===== src/rtl/s64x7_bus16_bridge.sv =====
// Narrows one 64-bit CPU transfer into up to four 16-bit memory beats,
// skipping unselected half-word lanes and reassembling read data.
module s64x7_bus16_bridge #(
  parameter int MEM_AW = 24
) (
  input  logic              clk_i,
  input  logic              reset_i,
  input  logic [63:3]       adr_i,
  input  logic              cyc_i,
  input  logic              stb_i,
  input  logic [7:0]        sel_i,
  input  logic              we_i,
  input  logic              vpa_i,
  input  logic [63:0]       dat_i,
  output logic              ack_o,
  output logic [63:0]       dat_o,
  output logic [MEM_AW:1]   mem_adr_o,
  output logic              mem_cyc_o,
  output logic              mem_stb_o,
  output logic [1:0]        mem_sel_o,
  output logic              mem_we_o,
  output logic              mem_vpa_o,
  output logic [15:0]       mem_dat_o,
  input  logic [15:0]       mem_dat_i,
  input  logic              mem_ack_i
);

  typedef enum logic [1:0] {
    S_IDLE = 2'd0,
    S_BEAT = 2'd1,
    S_DONE = 2'd2
  } state_e;

  state_e            state_q, state_d;

  logic [MEM_AW:3]   adr_q, adr_d;
  logic [7:0]        sel_q, sel_d;
  logic              we_q, we_d;
  logic [63:0]       wdat_q, wdat_d;
  logic [63:0]       rbuf_q, rbuf_d;
  logic [1:0]        beat_q, beat_d;

  logic              ack_q, ack_d;
  logic [63:0]       dat_q, dat_d;
  logic [MEM_AW:1]   mem_adr_q, mem_adr_d;
  logic              mem_cyc_q, mem_cyc_d;
  logic              mem_stb_q, mem_stb_d;
  logic [1:0]        mem_sel_q, mem_sel_d;
  logic              mem_we_q, mem_we_d;
  logic              mem_vpa_q, mem_vpa_d;
  logic [15:0]       mem_dat_q, mem_dat_d;

  logic              req;
  logic [2:0]        first_lane;
  logic [2:0]        next_lane;
  logic [63:0]       rbuf_upd;
  logic              mem_clr;

  // Address bits above the memory window never reach the narrow bus.
  logic              unused_adr;
  assign unused_adr = ^adr_i[63:MEM_AW+1];

  // A half-word lane takes part in the transfer when either of its byte selects is set.
  function automatic logic [3:0] lanes_of(input logic [7:0] sel);
    logic [3:0] m;
    for (int i = 0; i < 4; i++) begin
      m[i] = |sel[2*i +: 2];
    end
    return m;
  endfunction

  // Returns {found, lane} for the lowest set lane in the mask.
  function automatic logic [2:0] lowest_lane(input logic [3:0] m);
    logic [2:0] r;
    r = 3'b000;
    for (int i = 3; i >= 0; i--) begin
      if (m[i]) r = {1'b1, 2'(i)};
    end
    return r;
  endfunction

  function automatic logic [3:0] above_mask(input logic [1:0] b);
    return 4'b1110 << b;
  endfunction

  assign req        = cyc_i && stb_i;
  assign first_lane = lowest_lane(lanes_of(sel_i));
  assign next_lane  = lowest_lane(lanes_of(sel_q) & above_mask(beat_q));

  always_ff @(posedge clk_i or posedge reset_i) begin
    if (reset_i) state_q <= S_IDLE;
    else         state_q <= state_d;
  end

  always_comb begin
    state_d = state_q;
    case (state_q)
      S_IDLE: if (req) state_d = (sel_i == 8'h00) ? S_DONE : S_BEAT;
      S_BEAT: begin
        if (!cyc_i)                        state_d = S_IDLE;
        else if (mem_ack_i && !next_lane[2]) state_d = S_DONE;
      end
      S_DONE:  state_d = S_IDLE;
      default: state_d = S_IDLE;
    endcase
  end

  always_comb begin
    adr_d     = adr_q;
    sel_d     = sel_q;
    we_d      = we_q;
    wdat_d    = wdat_q;
    rbuf_d    = rbuf_q;
    beat_d    = beat_q;
    ack_d     = 1'b0;
    dat_d     = '0;
    mem_adr_d = mem_adr_q;
    mem_cyc_d = mem_cyc_q;
    mem_stb_d = mem_stb_q;
    mem_sel_d = mem_sel_q;
    mem_we_d  = mem_we_q;
    mem_vpa_d = mem_vpa_q;
    mem_dat_d = mem_dat_q;
    mem_clr   = 1'b0;
    rbuf_upd  = rbuf_q;
    rbuf_upd[{beat_q, 4'b0000} +: 16] = mem_dat_i;

    case (state_q)
      S_IDLE: begin
        if (req) begin
          adr_d  = adr_i[MEM_AW:3];
          sel_d  = sel_i;
          we_d   = we_i;
          wdat_d = dat_i;
          rbuf_d = '0;
          beat_d = first_lane[1:0];
          if (sel_i == 8'h00) begin
            ack_d = 1'b1;
          end else begin
            mem_cyc_d = 1'b1;
            mem_stb_d = 1'b1;
            mem_adr_d = {adr_i[MEM_AW:3], first_lane[1:0]};
            mem_sel_d = sel_i[{first_lane[1:0], 1'b0} +: 2];
            mem_we_d  = we_i;
            mem_vpa_d = vpa_i;
            mem_dat_d = dat_i[{first_lane[1:0], 4'b0000} +: 16];
          end
        end
      end
      S_BEAT: begin
        if (!cyc_i) begin
          // CPU abandoned the cycle: discard partial read data, no ack.
          rbuf_d  = '0;
          mem_clr = 1'b1;
        end else if (mem_ack_i) begin
          if (!we_q) rbuf_d = rbuf_upd;
          if (next_lane[2]) begin
            beat_d    = next_lane[1:0];
            mem_adr_d = {adr_q, next_lane[1:0]};
            mem_sel_d = sel_q[{next_lane[1:0], 1'b0} +: 2];
            mem_dat_d = wdat_q[{next_lane[1:0], 4'b0000} +: 16];
          end else begin
            mem_clr = 1'b1;
            ack_d   = 1'b1;
            dat_d   = we_q ? 64'd0 : rbuf_upd;
          end
        end
      end
      default: ;
    endcase

    if (mem_clr) begin
      mem_cyc_d = 1'b0;
      mem_stb_d = 1'b0;
      mem_adr_d = '0;
      mem_sel_d = 2'b00;
      mem_we_d  = 1'b0;
      mem_vpa_d = 1'b0;
      mem_dat_d = 16'h0000;
    end
  end

  always_ff @(posedge clk_i or posedge reset_i) begin
    if (reset_i) begin
      adr_q     <= '0;
      sel_q     <= 8'h00;
      we_q      <= 1'b0;
      wdat_q    <= 64'd0;
      rbuf_q    <= 64'd0;
      beat_q    <= 2'b00;
      ack_q     <= 1'b0;
      dat_q     <= 64'd0;
      mem_adr_q <= '0;
      mem_cyc_q <= 1'b0;
      mem_stb_q <= 1'b0;
      mem_sel_q <= 2'b00;
      mem_we_q  <= 1'b0;
      mem_vpa_q <= 1'b0;
      mem_dat_q <= 16'h0000;
    end else begin
      adr_q     <= adr_d;
      sel_q     <= sel_d;
      we_q      <= we_d;
      wdat_q    <= wdat_d;
      rbuf_q    <= rbuf_d;
      beat_q    <= beat_d;
      ack_q     <= ack_d;
      dat_q     <= dat_d;
      mem_adr_q <= mem_adr_d;
      mem_cyc_q <= mem_cyc_d;
      mem_stb_q <= mem_stb_d;
      mem_sel_q <= mem_sel_d;
      mem_we_q  <= mem_we_d;
      mem_vpa_q <= mem_vpa_d;
      mem_dat_q <= mem_dat_d;
    end
  end

  assign ack_o     = ack_q;
  assign dat_o     = dat_q;
  assign mem_adr_o = mem_adr_q;
  assign mem_cyc_o = mem_cyc_q;
  assign mem_stb_o = mem_stb_q;
  assign mem_sel_o = mem_sel_q;
  assign mem_we_o  = mem_we_q;
  assign mem_vpa_o = mem_vpa_q;
  assign mem_dat_o = mem_dat_q;

endmodule

===== config.mk =====
export PLATFORM = sky130hd
export DESIGN_NAME = s64x7_bus16_bridge
export DESIGN_NICKNAME = d
export VERILOG_FILES = /design/src/rtl/s64x7_bus16_bridge.sv
export SDC_FILE = /design/constraint.sdc
export NUM_CORES = 1
export LEC_CHECK = 0
export ABC_AREA = 1
export CORE_MARGIN = 2
export CORE_UTILIZATION = 35
export DETAILED_ROUTE_END_ITERATION = 10
export GPL_ROUTABILITY_DRIVEN = 0
export PLACE_DENSITY = 0.63
export SLEW_MARGIN = 20
export SYNTH_ARGS = -nofsm -noshare
export SYNTH_HDL_FRONTEND = slang
export SYNTH_SLANG_ARGS = --single-unit

===== constraint.sdc =====
create_clock -name clk_i -period 28 [get_ports clk_i]
set_input_delay 4.2 -clock clk_i [delete_from_list [all_inputs] [get_ports clk_i]]
set_output_delay 4.2 -clock clk_i [all_outputs]
set_load 0.1 [all_outputs]

==> metrics.txt, run 1 <==
# TYPE chip_impl_metric gauge
chip_impl_info{name="result_of_the_run",value="finished, final reports clean"} 1
chip_impl_info{name="cts_root_cell",value="sky130_fd_sc_hd__clkbuf_16"} 1
chip_impl_metric{name="synthDistinctLibCells",unit=""} 29
chip_impl_metric{name="area_enclosed_by_the_die_boundary",unit="µm²"} 37500
chip_impl_metric{name="layout_cells_sized_above_1",unit="%"} 4.41
chip_impl_metric{name="final_min_period_over_clock_period",unit="%"} 22.9
chip_impl_metric{name="timing.clock.skew",unit="ns"} 0.0155
chip_impl_metric{name="fp-row-count",unit=""} 69
chip_impl_metric{name="ctsHoldBuffers",unit=""} 0
chip_impl_metric{name="met2RoutedLength",unit="µm"} 17400
chip_impl_metric{name="tightest_slew",unit="ns"} 1.10
chip_impl_metric{name="area_delta_synth_final",unit="%"} 29.2
chip_impl_metric{name="io-pin-count",unit=""} 267
chip_impl_metric{name="power.ir.vdd_worst",unit="mV"} 0.0779
chip_impl_metric{name="syn_inst",unit=""} 1615
chip_impl_metric{name="route.vias.total",unit=""} 11200
chip_impl_metric{name="max_slew_vio_count",unit=""} 0
chip_impl_metric{name="critical_path_fanout_max",unit=""} 35
chip_impl_info{name="critical_path.startpoint",value="sel_i[5]"} 1
chip_impl_metric{name="clkSinkCount",unit=""} 273
chip_impl_metric{name="worst-endpoint-arrival",unit="ns"} 6.85
chip_impl_metric{name="global_route_usage_over_all_layers",unit="%"} 19.7
chip_impl_metric{name="pin_count_of_the_biggest_net_entering_global_routing",unit=""} 129
chip_impl_info{name="r2r-start",value="beat_q[0]"} 1
chip_impl_metric{name="postLayoutSetupSlackWorst",unit="ns"} 21.60
chip_impl_metric{name="clk_pin_slew",unit="ns"} 0.06
chip_impl_metric{name="multiInputGateArea",unit="µm²"} 4660
chip_impl_metric{name="cap_viol_max_count",unit=""} 0
chip_impl_metric{name="post_drt_via_cell_ratio",unit=""} 4.90
chip_impl_metric{name="max-clock-path-buffers",unit=""} 3
chip_impl_metric{name="antenna_found_initial",unit=""} 1
chip_impl_metric{name="drt-total-wl",unit="µm"} 37500
chip_impl_metric{name="final_period_minus_worst_setup_slack",unit="ns"} 6.40
chip_impl_metric{name="nets",unit=""} 1959
chip_impl_metric{name="finalHoldViolations",unit=""} 0
chip_impl_metric{name="leakage",unit="µW"} 0.00761
chip_impl_metric{name="syn_avg_cell_area",unit="µm²"} 7.80
chip_impl_info{name="worstSetupEndpointType",value="flop"} 1
chip_impl_info{name="holdCritStartpoint",value="wdat_q[29]"} 1
chip_impl_metric{name="post-cts-setup-buffers",unit=""} 0
chip_impl_metric{name="number_of_global_route_vias_before_repair",unit=""} 11000
chip_impl_metric{name="grt.overflow.total",unit=""} 0
chip_impl_metric{name="synth_sequential_area_ratio",unit="%"} 54.2
chip_impl_metric{name="die_w",unit="µm"} 194
chip_impl_metric{name="met3_wire_len",unit="µm"} 3260
chip_impl_info{name="final_cell_mix",value="507 x sky130_fd_sc_hd__nand2_1, 273 x sky130_fd_sc_hd__dfrtp_1, 227 x sky130_fd_sc_hd__clkdlybuf4s50_1, 193 x sky130_fd_sc_hd__inv_1, 157 x sky130_fd_sc_hd__nor2_1"} 1
chip_impl_metric{name="timing.fmax",unit="GHz"} 0.156
chip_impl_info{name="cts_tree",value="built"} 1
chip_impl_metric{name="regToRegSetupSlack",unit="ns"} 24.92
chip_impl_metric{name="area_used_by_sequential_logic_in_the_layout",unit="µm²"} 6830
chip_impl_metric{name="wl_met1",unit="µm"} 16000
chip_impl_metric{name="finalCoreUtilization",unit="%"} 45.9
chip_impl_metric{name="cts_resized",unit=""} 0
chip_impl_info{name="timing.critical_path.from_type",value="primary input"} 1
chip_impl_info{name="top_metal_layer_carrying_routed_signals",value="met4"} 1
chip_impl_info{name="mostFrequentLayoutCell",value="sky130_fd_sc_hd__nand2_1"} 1
chip_impl_metric{name="initial_utilization",unit="%"} 35.5
chip_impl_metric{name="number_of_register_bits_inferred_by_synthesis",unit=""} 273
chip_impl_metric{name="relSlewSlack",unit="%"} 26.6
chip_impl_metric{name="route.detailed.drc",unit=""} 0
chip_impl_metric{name="die_height",unit="µm"} 194
chip_impl_metric{name="drtPass1Iterations",unit=""} 5
chip_impl_metric{name="route.detailed.wl_per_inst",unit="µm"} 16.4
chip_impl_info{name="worst_hold_path_type",value="flop to flop"} 1
chip_impl_metric{name="fin_setup_tns",unit="ns"} 0
chip_impl_metric{name="cp_data_required_time",unit="ns"} 28.44
chip_impl_info{name="unrepaired_setup_endpoints_after_global_routing",value="false"} 1
chip_impl_info{name="critPathKind",value="primary input to flop"} 1
chip_impl_metric{name="syn_area",unit="µm²"} 12600
chip_impl_metric{name="cellPowerDensity",unit="nW/µm²"} 93.0
chip_impl_metric{name="first_drt_iteration_drcs",unit=""} 767
chip_impl_metric{name="yosys_warnings",unit=""} 0
chip_impl_metric{name="io_buffers",unit=""} 227
chip_impl_metric{name="core_region_area",unit="µm²"} 35500
chip_impl_metric{name="dpl_worst_slack",unit="ns"} 20.63
chip_impl_metric{name="synth_fp_nets",unit=""} 1777
chip_impl_metric{name="num-fill-cells",unit=""} 3484
chip_impl_metric{name="post-dp-hpwl",unit="µm"} 23400
chip_impl_metric{name="first_pass_grt_wire_length",unit="µm"} 60100
chip_impl_metric{name="h-tree-depth",unit=""} 1
chip_impl_metric{name="numCtsBuffers",unit=""} 31
chip_impl_metric{name="insertion_delay",unit="ns"} 0.56
chip_impl_metric{name="setup_viol",unit=""} 0
chip_impl_metric{name="route.antenna.remaining_nets",unit=""} 0
==> synth_stat cells, drive strengths merged <==
cell	n	area [µm²]
o21ai	100	504
nor3	18	95.1
ha	6	75.1
clkbuf	56	210
inv	196	736
o22ai	50	313
o21bai	17	128
nor2	160	611
dfrtp	273	6830
o21a	1	7.51
and3	1	6.26
buf	36	199
o211ai	2	15.0
nand3	144	726
nand4	1	6.26
nand2	510	1920
a21oi	43	219
clkinv	1	3.75
==> final timing paths <==
path | endpoint | cells after the start
worst max-delay path | mem_dat_o[3] | 13
worst min-delay path | wdat_q[29] | 2
worst max register to register | mem_dat_o[9] | 10
worst min register to register | wdat_q[29] | 2
max in group asynchronous | mem_adr_o[19] | 4
min in group asynchronous | dat_o[59] | 2
==> power by group <==
| group | internal, µW | switching [µW] | total (µW) |
|---|---|---|---|
| Clock | 258 | 161 | 419 |
| Sequential | 460 | 39.7 | 500 |
| Combinational | 147 | 449 | 596 |
| Total | 865 | 650 | 1510 |
==> layout make-up <==
type                    count  share of cell area (%)
diodes                      1                  0.0154
clock inverters            10                   0.945
inverters                 197                    4.59
repair buffers            241                    14.8
flip-flops and latches    273                    42.0
clock buffers              42                    5.51
well taps                 461                    3.54
multi-input cells        1053                    28.6
==> per-stage QoR <==
step           total power (µW)  hold WS (ns)  instances  cell area [µm²]
6_report                   1510         0.471       2278            16300
4_1_cts                    1530         0.473       2277            16300
3_3_place_gp               1100         0.454       2223            15200
5_1_grt                    1600         0.491       2277            16300
2_1_floorplan               935         0.442       1615            12600
3_5_place_dp               1100         0.458       2225            15200
==> logic make-up (layout without fill, tap and decap cells) <==
family / after synthesis / count (layout) / synth area share, %
DFF: 273 / 273 / 54.2
AOI/OAI and AO/OA: 213 / 213 / 9.41
other: 0 / 1 / 0
adders and majority gates: 6 / 6 / 0.596
and+or+nand+nor: 834 / 834 / 26.7
buffers and inverters: 289 / 490 / 9.11
==> registers in the layout (all words and copies together), names as in the netlist <==
register and flops:
mem_stb_o 1, adr_q 22, state_q 2, mem_sel_o 2, dat_o 64, we_q 1, mem_we_o 1, sel_q 8
mem_adr_o 24, rbuf_q 64, ack_o 1, wdat_q 64, mem_dat_o 16, beat_q 2, mem_vpa_o 1
==> per-layer routing <==
metal,GRT usage (%),up-vias
li1,-,5402
met1,26.6,5290
met2,32.2,411
met3,4.35,54
met4,4.66,0
met5,0,-
==> critical path, stage by stage <==
cell and delay [ns]:
sky130_fd_sc_hd__clkdlybuf4s50_1 0.50, sky130_fd_sc_hd__nor2_1 0.18, sky130_fd_sc_hd__nand2_1 0.07, sky130_fd_sc_hd__nand2_1 0.05
sky130_fd_sc_hd__buf_4 0.41, sky130_fd_sc_hd__nand2_1 0.53, sky130_fd_sc_hd__buf_4 0.41, sky130_fd_sc_hd__nand2_1 0.10
sky130_fd_sc_hd__nand3_1 0.07, sky130_fd_sc_hd__nand3_1 0.10, sky130_fd_sc_hd__nand2_1 0.08, sky130_fd_sc_hd__nand2_1 0.06
sky130_fd_sc_hd__nand2_1 0.07
Note: power is estimated with default switching activity, not from simulation.
==> run 2, diff against run 1 <==
PLACE_DENSITY = 0.66   (was 0.63)
clock period = 5.2 ns   (was 28 ns; I/O delays follow)
==> run 2 against run 1 <==
Net effect:
- utilization up 0.085 points
- clock power grew to 5.5 times the previous value
- wire length is 0.50% lower
- flip-flop and latch count unchanged
- critical path depth fell by 3
- worst setup slack lost 19 ns
- clock skew down 0.0064 ns
- register-to-register slack got worse by 23 ns
- sequential power rose to 5.4 times the previous value
- worst hold slack worse by 0.00098 ns
- power grew to 5.4 times the previous value
- clock-buffer cell count down 2
==> metrics.txt, run 2 (same netlist as run 1, synthesis figures left out) <==
# TYPE chip_impl_metric gauge
chip_impl_info{name="result_of_the_run",value="finished, final reports clean"} 1
chip_impl_metric{name="max_slew_vio_count",unit=""} 0
chip_impl_info{name="hold_path_end",value="wdat_q[22]"} 1
chip_impl_metric{name="combinationalPowerShare",unit="%"} 39.0
chip_impl_metric{name="area_enclosed_by_the_die_boundary",unit="µm²"} 37500
chip_impl_info{name="worstSetupEndpointType",value="flop"} 1
chip_impl_info{name="critical_path.reg2reg.endpoint",value="rbuf_q[23]"} 1
chip_impl_metric{name="worst_hold_slack",unit="ns"} 0.470
chip_impl_info{name="holdCritStartpoint",value="wdat_q[22]"} 1
chip_impl_metric{name="core_region_area",unit="µm²"} 35500
chip_impl_metric{name="fp-row-count",unit=""} 69
chip_impl_metric{name="nets",unit=""} 1959
chip_impl_metric{name="clk_pin_slew",unit="ns"} 0.06
chip_impl_metric{name="io-pin-count",unit=""} 267
chip_impl_metric{name="final_period_minus_worst_setup_slack",unit="ns"} 3.02
chip_impl_metric{name="ctsHoldBuffers",unit=""} 0
chip_impl_metric{name="first_drt_iteration_drcs",unit=""} 1026
chip_impl_metric{name="pin_count_of_the_biggest_net_entering_global_routing",unit=""} 119
chip_impl_metric{name="setup_viol",unit=""} 0
chip_impl_metric{name="first_pass_grt_wire_length",unit="µm"} 60000
chip_impl_metric{name="power_switching",unit="µW"} 3530
chip_impl_metric{name="initial_utilization",unit="%"} 35.5
chip_impl_metric{name="critical_path_fanout_max",unit=""} 42
chip_impl_metric{name="drt-total-wl",unit="µm"} 37300
chip_impl_metric{name="netSwitchingFraction",unit="%"} 43.0
chip_impl_metric{name="post_drt_via_cell_ratio",unit=""} 4.92
chip_impl_metric{name="post-cts-setup-buffers",unit=""} 0
chip_impl_metric{name="cap_viol_max_count",unit=""} 0
chip_impl_metric{name="timing.clock.skew",unit="ns"} 0.00912
chip_impl_metric{name="worst_r2r_path_depth",unit=""} 7
chip_impl_metric{name="min_path_cells",unit=""} 2
chip_impl_metric{name="die_height",unit="µm"} 194
chip_impl_metric{name="clkSinkCount",unit=""} 273
chip_impl_info{name="worst_hold_path_type",value="flop to flop"} 1
chip_impl_metric{name="drtPass1Iterations",unit=""} 7
chip_impl_info{name="mostFrequentLayoutCell",value="sky130_fd_sc_hd__nand2_1"} 1
chip_impl_metric{name="leakage",unit="µW"} 0.00761
chip_impl_info{name="cts_tree",value="built"} 1
chip_impl_metric{name="relSlewSlack",unit="%"} 27.4
chip_impl_metric{name="global_route_usage_over_all_layers",unit="%"} 19.6
chip_impl_metric{name="power.ir.vdd_worst",unit="mV"} 0.440
chip_impl_metric{name="route.detailed.drc",unit=""} 0
chip_impl_metric{name="area_delta_synth_final",unit="%"} 29.4
chip_impl_metric{name="seq_power_share",unit="%"} 32.8
chip_impl_metric{name="num_antenna_cells",unit=""} 0
chip_impl_info{name="cts_root_cell",value="sky130_fd_sc_hd__clkbuf_16"} 1
chip_impl_info{name="final_cell_mix",value="507 x sky130_fd_sc_hd__nand2_1, 273 x sky130_fd_sc_hd__dfrtp_1, 227 x sky130_fd_sc_hd__clkdlybuf4s50_1, 193 x sky130_fd_sc_hd__inv_1, 157 x sky130_fd_sc_hd__nor2_1"} 1
chip_impl_metric{name="finalCoreUtilization",unit="%"} 46.0
chip_impl_metric{name="post-dp-hpwl",unit="µm"} 23600
chip_impl_metric{name="tightest_slew",unit="ns"} 1.09
chip_impl_metric{name="timing.fmax",unit="GHz"} 0.331
chip_impl_metric{name="route.antenna.remaining_nets",unit=""} 0
chip_impl_metric{name="max-clock-path-buffers",unit=""} 3
chip_impl_metric{name="num-fill-cells",unit=""} 3454
chip_impl_metric{name="cts_resized",unit=""} 0
chip_impl_info{name="unrepaired_setup_endpoints_after_global_routing",value="false"} 1
chip_impl_metric{name="antenna_found_initial",unit=""} 2
chip_impl_metric{name="finalHoldViolations",unit=""} 0
chip_impl_metric{name="number_of_global_route_vias_before_repair",unit=""} 11200
chip_impl_metric{name="multiInputGateArea",unit="µm²"} 4650
chip_impl_info{name="critPathKind",value="primary input to flop"} 1
chip_impl_metric{name="numCtsBuffers",unit=""} 31
chip_impl_metric{name="insertion_delay",unit="ns"} 0.56
chip_impl_metric{name="regToRegSetupSlack",unit="ns"} 2.19
chip_impl_metric{name="area_used_by_sequential_logic_in_the_layout",unit="µm²"} 6830
chip_impl_metric{name="route.detailed.wl_per_inst",unit="µm"} 16.3
chip_impl_metric{name="h-tree-depth",unit=""} 1
chip_impl_metric{name="clock_network_power_share",unit="%"} 28.2
chip_impl_metric{name="cellPowerDensity",unit="nW/µm²"} 504
chip_impl_metric{name="worst-endpoint-arrival",unit="ns"} 3.46
chip_impl_info{name="timing.critical_path.from_type",value="primary input"} 1
chip_impl_metric{name="grt.overflow.total",unit=""} 0
chip_impl_metric{name="final_min_period_over_clock_period",unit="%"} 58.0
chip_impl_metric{name="p_int",unit="µW"} 4690
chip_impl_metric{name="fin_setup_tns",unit="ns"} 0
chip_impl_metric{name="die_w",unit="µm"} 194
chip_impl_metric{name="cp_data_required_time",unit="ns"} 5.64
chip_impl_info{name="r2r-start",value="state_q[1]"} 1
chip_impl_metric{name="route.vias.total",unit=""} 11200
chip_impl_metric{name="layout_cells_sized_above_1",unit="%"} 4.61
chip_impl_metric{name="power",unit="µW"} 8220
chip_impl_metric{name="io_buffers",unit=""} 227
## run 2: changes by cell type in the layout (fill, tap and decap cells not counted), sizes merged
| cell | previous run | this run |
|---|---|---|
| clkinvlp | 0 | 4 |
| clkinv | 7 | 9 |
| clkbuf | 42 | 40 |
| diode | 1 | 0 |
| bufinv | 4 | 5 |
## run 2: per-stage QoR
step / std cells / instance area [µm²] / setup slack (ns)
finish: 2282 / 16300 / 2.18
global route: 2282 / 16300 / 1.96
CTS: 2282 / 16300 / 1.95
detailed placement: 2225 / 15200 / 1.59
global placement: 2224 / 15200 / 1.65
floorplan: 1615 / 12600 / 0.811
## run 2: how the worst max path moves through the flow
stage | endpoint | slack, ns | startpoint
final | mem_adr_o[21] | 2.18 | sel_i[0]
after global routing | mem_adr_o[13] | 1.96 | sel_i[0]
after CTS | mem_dat_o[9] | 1.95 | beat_q[0]
after detailed placement | mem_adr_o[21] | 1.59 | sel_i[0]
after global placement | mem_sel_o[1] | 1.65 | sel_i[0]
after floorplan | ack_o | 0.81 | reset_i
## run 2: routing by layer
layer	GRT usage, %	wire (µm)	part of all wire (%)
met2	32.8	17500	47
met4	5.85	1070	2.9
met3	3.64	2880	7.7
met5	0	14	0.038
met1	25.9	15800	42
## run 2: power groups by stage
stage                     sequential [µW]  combinational [µW]  clock, µW
after global routing                 2740                3470       2460
after global placement               2720                3180          0
after detailed placement             2730                3210          0
after floorplan                      3730                1310          0
final                                2700                3200       2320
after CTS                            2700                3220       2380
## run 2: area by class of cell
| cell class | instances | share of cell area [%] |
|---|---|---|
| Tap cell | 461 | 3.54 |
| Inverter | 197 | 4.56 |
| Sequential cell | 273 | 41.9 |
| Timing Repair Buffer | 241 | 14.8 |
| Clock buffer | 40 | 5.33 |
| Clock inverter | 17 | 1.38 |
| Multi-Input combinational cell | 1053 | 28.5 |
## run 2: critical path: stages
cell                              delay (ns)
sky130_fd_sc_hd__clkdlybuf4s50_1        0.47
sky130_fd_sc_hd__nor2_2                 0.12
sky130_fd_sc_hd__buf_4                  0.42
sky130_fd_sc_hd__nand2_1                0.11
sky130_fd_sc_hd__nor2_1                 0.27
sky130_fd_sc_hd__nand2_1                0.10
sky130_fd_sc_hd__nand2_2                0.37
sky130_fd_sc_hd__inv_2                  0.48
sky130_fd_sc_hd__nor2_1                 0.22
sky130_fd_sc_hd__a21oi_1                0.07
